===== src/rtl/lift_door_ctrl.sv =====
// Lift car door-drive controller: sequences the door motor between limit switches, holds open for a dwell,
// reopens on obstruction, interlocks against car motion and latches faults until reset. Moore outputs, 1-cycle latency.
module lift_door_ctrl #(
  parameter int DWELL_CYCLES   = 100,
  parameter int TRAVEL_TIMEOUT = 500,
  parameter int TIMER_W        = 16
) (
  input  logic       clk,
  input  logic       reset,
  input  logic       open_req,
  input  logic       close_req,
  input  logic       obstruction,
  input  logic       door_open_limit,
  input  logic       door_closed_limit,
  input  logic       motor_on,
  input  logic       emergency,
  output logic       door_motor_open,
  output logic       door_motor_close,
  output logic       doors_closed,
  output logic [2:0] door_state,
  output logic       fault
);

  typedef enum logic [2:0] {
    ST_CLOSED    = 3'd0,
    ST_OPENING   = 3'd1,
    ST_OPEN_HOLD = 3'd2,
    ST_CLOSING   = 3'd3,
    ST_FAULT     = 3'd4
  } state_t;

  localparam logic [TIMER_W-1:0] DWELL_LD    = TIMER_W'(DWELL_CYCLES - 1);
  localparam logic [TIMER_W-1:0] TRAVEL_LAST = TIMER_W'(TRAVEL_TIMEOUT - 1);
  localparam logic [TIMER_W-1:0] TIMER_MAX   = '1;
  localparam logic [TIMER_W-1:0] TIMER_ONE   = TIMER_W'(1);

  state_t              r_state;
  state_t              w_next;
  logic [TIMER_W-1:0]  r_timer;
  logic [TIMER_W-1:0]  w_timer_next;
  logic [TIMER_W-1:0]  w_timer_inc;
  logic [TIMER_W-1:0]  w_timer_dec;
  logic                w_hold;
  logic                w_safety_trip;
  logic                r_motor_open;
  logic                r_motor_close;
  logic                r_doors_closed;
  logic                r_fault;

  always_comb begin
    w_next       = r_state;
    w_timer_next = '0;
    // Saturating steps so a misconfigured timeout can never wrap the timer.
    w_timer_inc  = (r_timer == TIMER_MAX) ? r_timer : r_timer + TIMER_ONE;
    w_timer_dec  = (r_timer == '0) ? r_timer : r_timer - TIMER_ONE;
    w_hold       = open_req | obstruction | emergency;
    w_safety_trip = (door_open_limit & door_closed_limit) |
                    (motor_on & (r_state != ST_CLOSED));

    case (r_state)
      ST_CLOSED: begin
        if (!motor_on) begin
          if (open_req || emergency) begin
            w_next = ST_OPENING;
          end else if (!door_closed_limit) begin
            w_next = ST_CLOSING;
          end
        end
      end
      ST_OPENING: begin
        if (door_open_limit) begin
          w_next       = ST_OPEN_HOLD;
          w_timer_next = DWELL_LD;
        end else if (r_timer == TRAVEL_LAST) begin
          w_next = ST_FAULT;
        end else begin
          w_timer_next = w_timer_inc;
        end
      end
      ST_OPEN_HOLD: begin
        if (w_hold) begin
          w_timer_next = DWELL_LD;
        end else if (close_req || r_timer == '0) begin
          w_next = ST_CLOSING;
        end else begin
          w_timer_next = w_timer_dec;
        end
      end
      ST_CLOSING: begin
        if (obstruction || open_req) begin
          w_next = ST_OPENING;
        end else if (door_closed_limit) begin
          w_next = ST_CLOSED;
        end else if (r_timer == TRAVEL_LAST) begin
          w_next = ST_FAULT;
        end else begin
          w_timer_next = w_timer_inc;
        end
      end
      ST_FAULT: w_next = ST_FAULT;
      default:  w_next = ST_FAULT;
    endcase

    // Limit-switch contradiction and car-motion interlock override any per-state decision.
    if (r_state != ST_FAULT && w_safety_trip) begin
      w_next       = ST_FAULT;
      w_timer_next = '0;
    end
  end

  always_ff @(posedge clk) begin
    if (!reset) begin
      r_state        <= ST_CLOSED;
      r_timer        <= '0;
      r_motor_open   <= 1'b0;
      r_motor_close  <= 1'b0;
      r_doors_closed <= 1'b0;
      r_fault        <= 1'b0;
    end else begin
      r_state        <= w_next;
      r_timer        <= w_timer_next;
      r_motor_open   <= (w_next == ST_OPENING);
      r_motor_close  <= (w_next == ST_CLOSING);
      r_fault        <= (w_next == ST_FAULT);
      r_doors_closed <= (r_state == ST_CLOSED) && door_closed_limit;
    end
  end

  assign door_motor_open  = r_motor_open;
  assign door_motor_close = r_motor_close;
  assign doors_closed     = r_doors_closed;
  assign fault            = r_fault;
  assign door_state       = r_state;

endmodule


===== config.mk =====
export PLATFORM = sky130hd
export DESIGN_NAME = lift_door_ctrl
export DESIGN_NICKNAME = d
export VERILOG_FILES = /design/src/rtl/lift_door_ctrl.sv
export SDC_FILE = /design/constraint.sdc
export NUM_CORES = 1
export LEC_CHECK = 0
export ABC_AREA = 1
export CAP_MARGIN = 0
export CELL_PAD_IN_SITES_DETAIL_PLACEMENT = 1
export CELL_PAD_IN_SITES_GLOBAL_PLACEMENT = 1
export CORE_AREA = 10 10 82 84
export CTS_CLUSTER_DIAMETER = 40
export DETAILED_ROUTE_END_ITERATION = 6
export DIE_AREA = 0 0 92 94
export GPL_TIMING_DRIVEN = 0
export PLACE_DENSITY_LB_ADDON = 0.1
export SLEW_MARGIN = 15
export SYNTH_ARGS = -nofsm -noshare
export SYNTH_HDL_FRONTEND = slang
export SYNTH_SLANG_ARGS = --single-unit

===== constraint.sdc =====
create_clock -name clk -period 3.6 [get_ports clk]
set_input_delay 1.08 -clock clk [delete_from_list [all_inputs] [get_ports clk]]
set_output_delay 1.08 -clock clk [all_outputs]
set_load 0.01 [all_outputs]

# ---- Yosys cells after proc, flatten, opt, wreduce, memory -nomap -nowiden
# Index checks and enable logic that the tools add are counted.
dict set report word_totals {
  register_bits 23
  elab_cells 53
}
dict set report op_classes {
  reduce_logical 9
  addsub 2
  n_mux 20
  bitwise_logic 6
  n_eq_ne 10
}
# operator n
set ops {}
lappend ops {{$mux W16} 8}
lappend ops {{$pmux W16 S3} 1}
lappend ops {{$mux W3} 10}
lappend ops {{$add A16 B1 Y16 const B} 1}
lappend ops {{$eq A16 B16 Y1 const B} 1}
lappend ops {{$eq A16 B9 Y1 const B} 1}
lappend ops {{$logic_not A16 Y1} 1}
lappend ops {{$sub A16 B1 Y16 const B} 1}
lappend ops {{$pmux W3 S4} 1}
lappend ops {{$eq A3 B2 Y1 const B} 3}
lappend ops {{$eq A3 B1 Y1 const B} 2}
lappend ops {{$ne A4 B4 Y1 const B} 1}
lappend ops {{$eq A3 B3 Y1 const B} 1}
lappend ops {{$logic_not A3 Y1} 1}
lappend ops {{$logic_or A1 B1 Y1} 3}
lappend ops {{$ne A3 B3 Y1 const B} 1}
lappend ops {{$or A1 B1 Y1} 3}
lappend ops {{$reduce_bool A3 Y1} 1}
lappend ops {{$and A1 B1 Y1} 2}
lappend ops {{$logic_and A1 B1 Y1} 2}
lappend ops {{$reduce_or A2 Y1} 1}
lappend ops {{$not A1 Y1} 1}

# ---- Longest topological paths before layout
dict set report logic_depth {
  word_depth 7
  depth_mapped 11
}

# ---- Worst setup path after synthesis
# No wires, ideal clock.
dict set report synth_path {
  path_kind {input to register}
  startpoint {in obstruction}
  endpoint {reg r_timer[10]}
  stages 8
  setup_slack_ps 1591
  setup_time_ps 67
  path_buffers 1
  t_arrival_ps 1942
  cell_sequence {nor2_1 -> inv_1 -> nor2_1 -> nand2_1 -> nor2_4 -> buf_6 -> nand3_1 -> a21oi_2}
}
dict set report synth_between {
  elab_chain_len 4
  elab_cells_between_ends 7
}
# item line
set synth_lines {}
lappend synth_lines {{start: declaration} 12} ;# input logic obstruction,
lappend synth_lines {{$or A1 B1 Y1 (2 in a row)} 56} ;# w_hold = open_req | obstruction | emergency;
lappend synth_lines {{$mux W16} 81} ;# if (w_hold) begin
lappend synth_lines {{$pmux W16 S3} 60} ;# case (r_state)
lappend synth_lines {{end signal: assignment} 121} ;# r_timer <= w_timer_next;
lappend synth_lines {{end: declaration} 39} ;# logic [TIMER_W-1:0] r_timer;
# Several ways; a longest one is shown, not always the timed one.
# A chain may end at the register's enable or synchronous reset.

# ---- Worst setup path after layout
dict set report layout_path {
  startpoint {in door_closed_limit}
  endpoint {reg r_timer[0]}
}
dict set report layout_between {
  elab_chain_len 4
  elab_cells_between_ends 7
}
# item line
set layout_lines {}
lappend layout_lines {{start: declaration} 14} ;# input logic door_closed_limit,
lappend layout_lines {{$and A1 B1 Y1} 57} ;# w_safety_trip = (door_open_limit & door_closed_limit) |
lappend layout_lines {{$or A1 B1 Y1} 57}
lappend layout_lines {{$logic_and A1 B1 Y1} 105} ;# if (r_state != ST_FAULT && w_safety_trip) begin
lappend layout_lines {{$reduce_or A2 Y1 (no source line)} --}
# Several ways; a longest one is shown, not always the timed one.

==> results.py <==
metrics = {
    "final_layout": {
        "instances_no_fill": 444,
        "antennaDiodeCount": 0,
        "area_growth_pct": 14.3,
        "fillerInstances": 755,
        "layout.nets": 387,
        "layout-drive-gt1-share_pct": 9.36,
    },
    "worst_setup_path": {
        "cp_slowest_cell": "clkdlybuf4s50_1",
        "reg2reg_slack_ns": 1.67,
        "crit_start": "door_closed_limit",
        "cp.required_ns": 3.79,
        "rr_worst_depth": 9,
        "start_kind": "input pin",
        "crit_type": "in -> reg",
        "cp_common_cell": "inv_1",
        "crit_path_cell_trace": "clkdlybuf4s50_1 -> inv_1 -> o221ai_1 -> nor2_1 -> nand2_1 -> inv_1 -> nand2_1 -> inv_1",
        "setup.worst_path.end": "r_timer[0]",
        "cpPeakStageDelay_ns": 0.48,
        "path_buf_inv": 4,
        "arrival_ns": 2.68,
        "cp.depth": 8,
        "worstSetupEndpointType": "register",
        "r2r-end": "r_timer[12]",
        "regToRegStartpoint": "r_timer[0]",
        "cp_max_fo": 10,
        "cp_top_family": "buffers and inverters",
    },
    "logic_synthesis": {
        "synth_fp_nets": 367,
        "syn-instance-count": 355,
        "yosysWarnings": 0,
        "syn_area_mm2": 0.00199,
        "ys_types": 26,
        "yosysSeqAreaShare_pct": 23.2,
        "yosysTopAreaCellShare_pct": 23.2,
        "syn_avg_cell_area_um2": 5.60,
        "synth.top_cells.by_area": "dfxtp_1, nand2_1, nor2_1",
        "yosysTopAreaCell": "dfxtp_1",
        "ys_seq_elements": 23,
    },
    "drt": {
        "first_iter_violations": 109,
        "post_drt_via_cell_ratio": 5.02,
        "routed_wl_um": 6360,
        "wl_per_cell_um": 14.3,
        "vias": 2228,
        "drtPass1Iterations": 4,
        "drcViolationCount": 0,
        "ant_nets": 0,
    },
    "cts": {
        "holdBufCountCts": 0,
        "clockBufferDepth": 2,
        "clk_pin_slew_ns": 0.10,
        "htreeDepth": 1,
        "numCtsBuffers": 3,
        "cts_tree": "yes",
        "ctsResizeCount": 0,
        "root_buffer": "clkbuf_8",
        "postCtsSetupRepairBufs": 0,
        "clock_latency_ns": 0.28,
        "cts.sinks": 23,
    },
    "timing": {
        "min_period_ns": 2.49,
        "fin_crit_sh_pct": 69.1,
        "rsz0062_at_grt": "false",
        "worst_slack_ns": 1.11,
        "max_freq_mhz": 402,
        "final-hold-violation-count": 0,
        "slew_headroom_pct": 64.7,
        "skew_ns": 0.00380,
        "tightest_slew_ns": 0.528,
        "tns_ns": 0,
        "slew_violations": 0,
        "finalSetupViolCount": 0,
    },
    "grt": {
        "grt_use_met3_pct": 2.56,
        "antenna_found_initial": 0,
        "grt_usage_pct": 15.5,
        "grt_util_met2_pct": 27.7,
        "grt_max_degree": 14,
        "grt_pass1_wl_um": 11000,
        "first_global_vias": 2299,
        "grt-ovfl-total": 0,
        "gr-max-usage-layer": "met2",
        "grtUsageMet1_pct": 18.3,
    },
    "placed_design": {
        "pre_cts_slack_ns": 0.791,
        "port_buffers": 15,
        "gp_congestion": 0.878,
        "dp.cells": 440,
        "hpwl_um": 5150,
    },
    "floorplan": {
        "start_util_pct": 39.2,
        "ioPinCount": 16,
        "dieWidth_um": 92,
        "rows": 26,
        "die_h_um": 94,
        "core_mm2": 0.00507,
        "die_area_mm2": 0.00865,
    },
    "hold_path": {
        "hold_depth": 1,
        "hold_class": "reg -> reg",
    },
    "status": {
        "status": "complete, no violations",
    },
    "pwr": {
        "vdd_drop_max_mv": 0.134,
        "powerDensity_mw_per_mm2": 225,
        "p_leak_uw": 0.00102,
    },
    "run": {
        "drv_cap": 0,
    },
}
## final cells by class
cell class / instances / area [um^2] / area share [%]
Sequential cell: 23 / 460 / 20.3
Timing Repair Buffer: 15 / 150 / 6.61
Inverter: 51 / 191 / 8.43
Multi-Input combinational cell: 274 / 1290 / 56.7
Buffer: 7 / 48.8 / 2.15
Tap cell: 70 / 87.6 / 3.85
Clock inverter: 1 / 5.00 / 0.220
Clock buffer: 3 / 41.3 / 1.82
## per-stage QoR
| stage | power, uW | hold WS [ns] | util [%] | area (um^2) |
|---|---|---|---|---|
| 2_1_floorplan | 306 | 0.550 | - | 1990 |
| 3_3_place_gp | 337 | 0.542 | 43.9 | 2230 |
| 3_5_place_dp | 338 | 0.539 | 43.9 | 2230 |
| 4_1_cts | 516 | 0.566 | 44.8 | 2270 |
| 5_1_grt | 534 | 0.593 | 44.8 | 2270 |
| 6_report | 511 | 0.565 | 44.8 | 2270 |
## worst min-delay path by stage
| stage | from | endpoint | slack, ns |
|---|---|---|---|
| final | door_state[2] | doors_closed | 0.56 |
| after global routing | door_state[2] | doors_closed | 0.59 |
| after CTS | door_state[2] | doors_closed | 0.57 |
| after global placement | door_state[2] | doors_closed | 0.54 |
| after floorplan | door_state[2] | doors_closed | 0.55 |
| after detailed placement | door_state[2] | doors_closed | 0.54 |
## where the power goes
part	total, uW	internal [uW]	switching (uW)
logic	67.9	28.2	39.6
clock network	180	77.9	102
registers	263	259	3.80
total	511	366	146
## synth_stat cells
master and n:
clkbuf_2 1, xnor2_1 1, inv_1 47, o21ai_0 12
o22ai_1 1, nand2_1 107, nand3_1 41, ha_1 3
o221ai_1 1, nor3_1 2, nor2_2 7, nand2_2 5
dfxtp_1 23, inv_2 4, nor2_4 3, nor4_1 1
xor2_1 5, buf_2 2, nand2_4 1, buf_6 1
buf_4 3, nand3_2 3, a21oi_2 1, a21oi_1 16
nor2_1 56, nand4_1 8
## flip-flops by register name, indices dropped and copies added (netlist names)
signal,count
r_timer,16
door_state,3
door_motor_close,1
door_motor_open,1
doors_closed,1
fault,1
## kinds of logic after synthesis
| group | after synthesis | synth area share (%) |
|---|---|---|
| AOI/OAI and AO/OA | 31 | 8.24 |
| xor gates and xnor gates | 6 | 2.64 |
| adders and majority gates | 3 | 1.89 |
| buffers and inverters | 58 | 12.1 |
| DFF | 23 | 23.2 |
| and+or+nand+nor | 234 | 52.0 |
## layer usage
metal	up-vias	share of wire, %
met1	1040	46
met3	7	3.2
met5	-	0
met2	28	49
met4	0	1.7
li1	1153	-
## worst register-to-register path: stages (launching register included)
cell	delay [ns]
dfxtp_1	0.48
ha_1	0.28
inv_1	0.09
nor2_2	0.27
nand2_2	0.15
nor2_2	0.16
nand2_1	0.07
a21oi_1	0.22
nor2_1	0.08
nor2_1	0.08
## cell usage in the layout, fill, tap and decap left out, drive strengths merged
cell type and count:
nand2 113, nor2 66, inv 51, nand3 44, dfxtp 23, a21oi 17, clkdlybuf4s50 15, o21ai 12
nand4 8, buf 6, xor2 5, clkbuf 4, ha 3, nor3 2, o22ai 1, o221ai 1
nor4 1, xnor2 1, clkinv 1
Note: power is estimated with default switching activity, not from simulation.
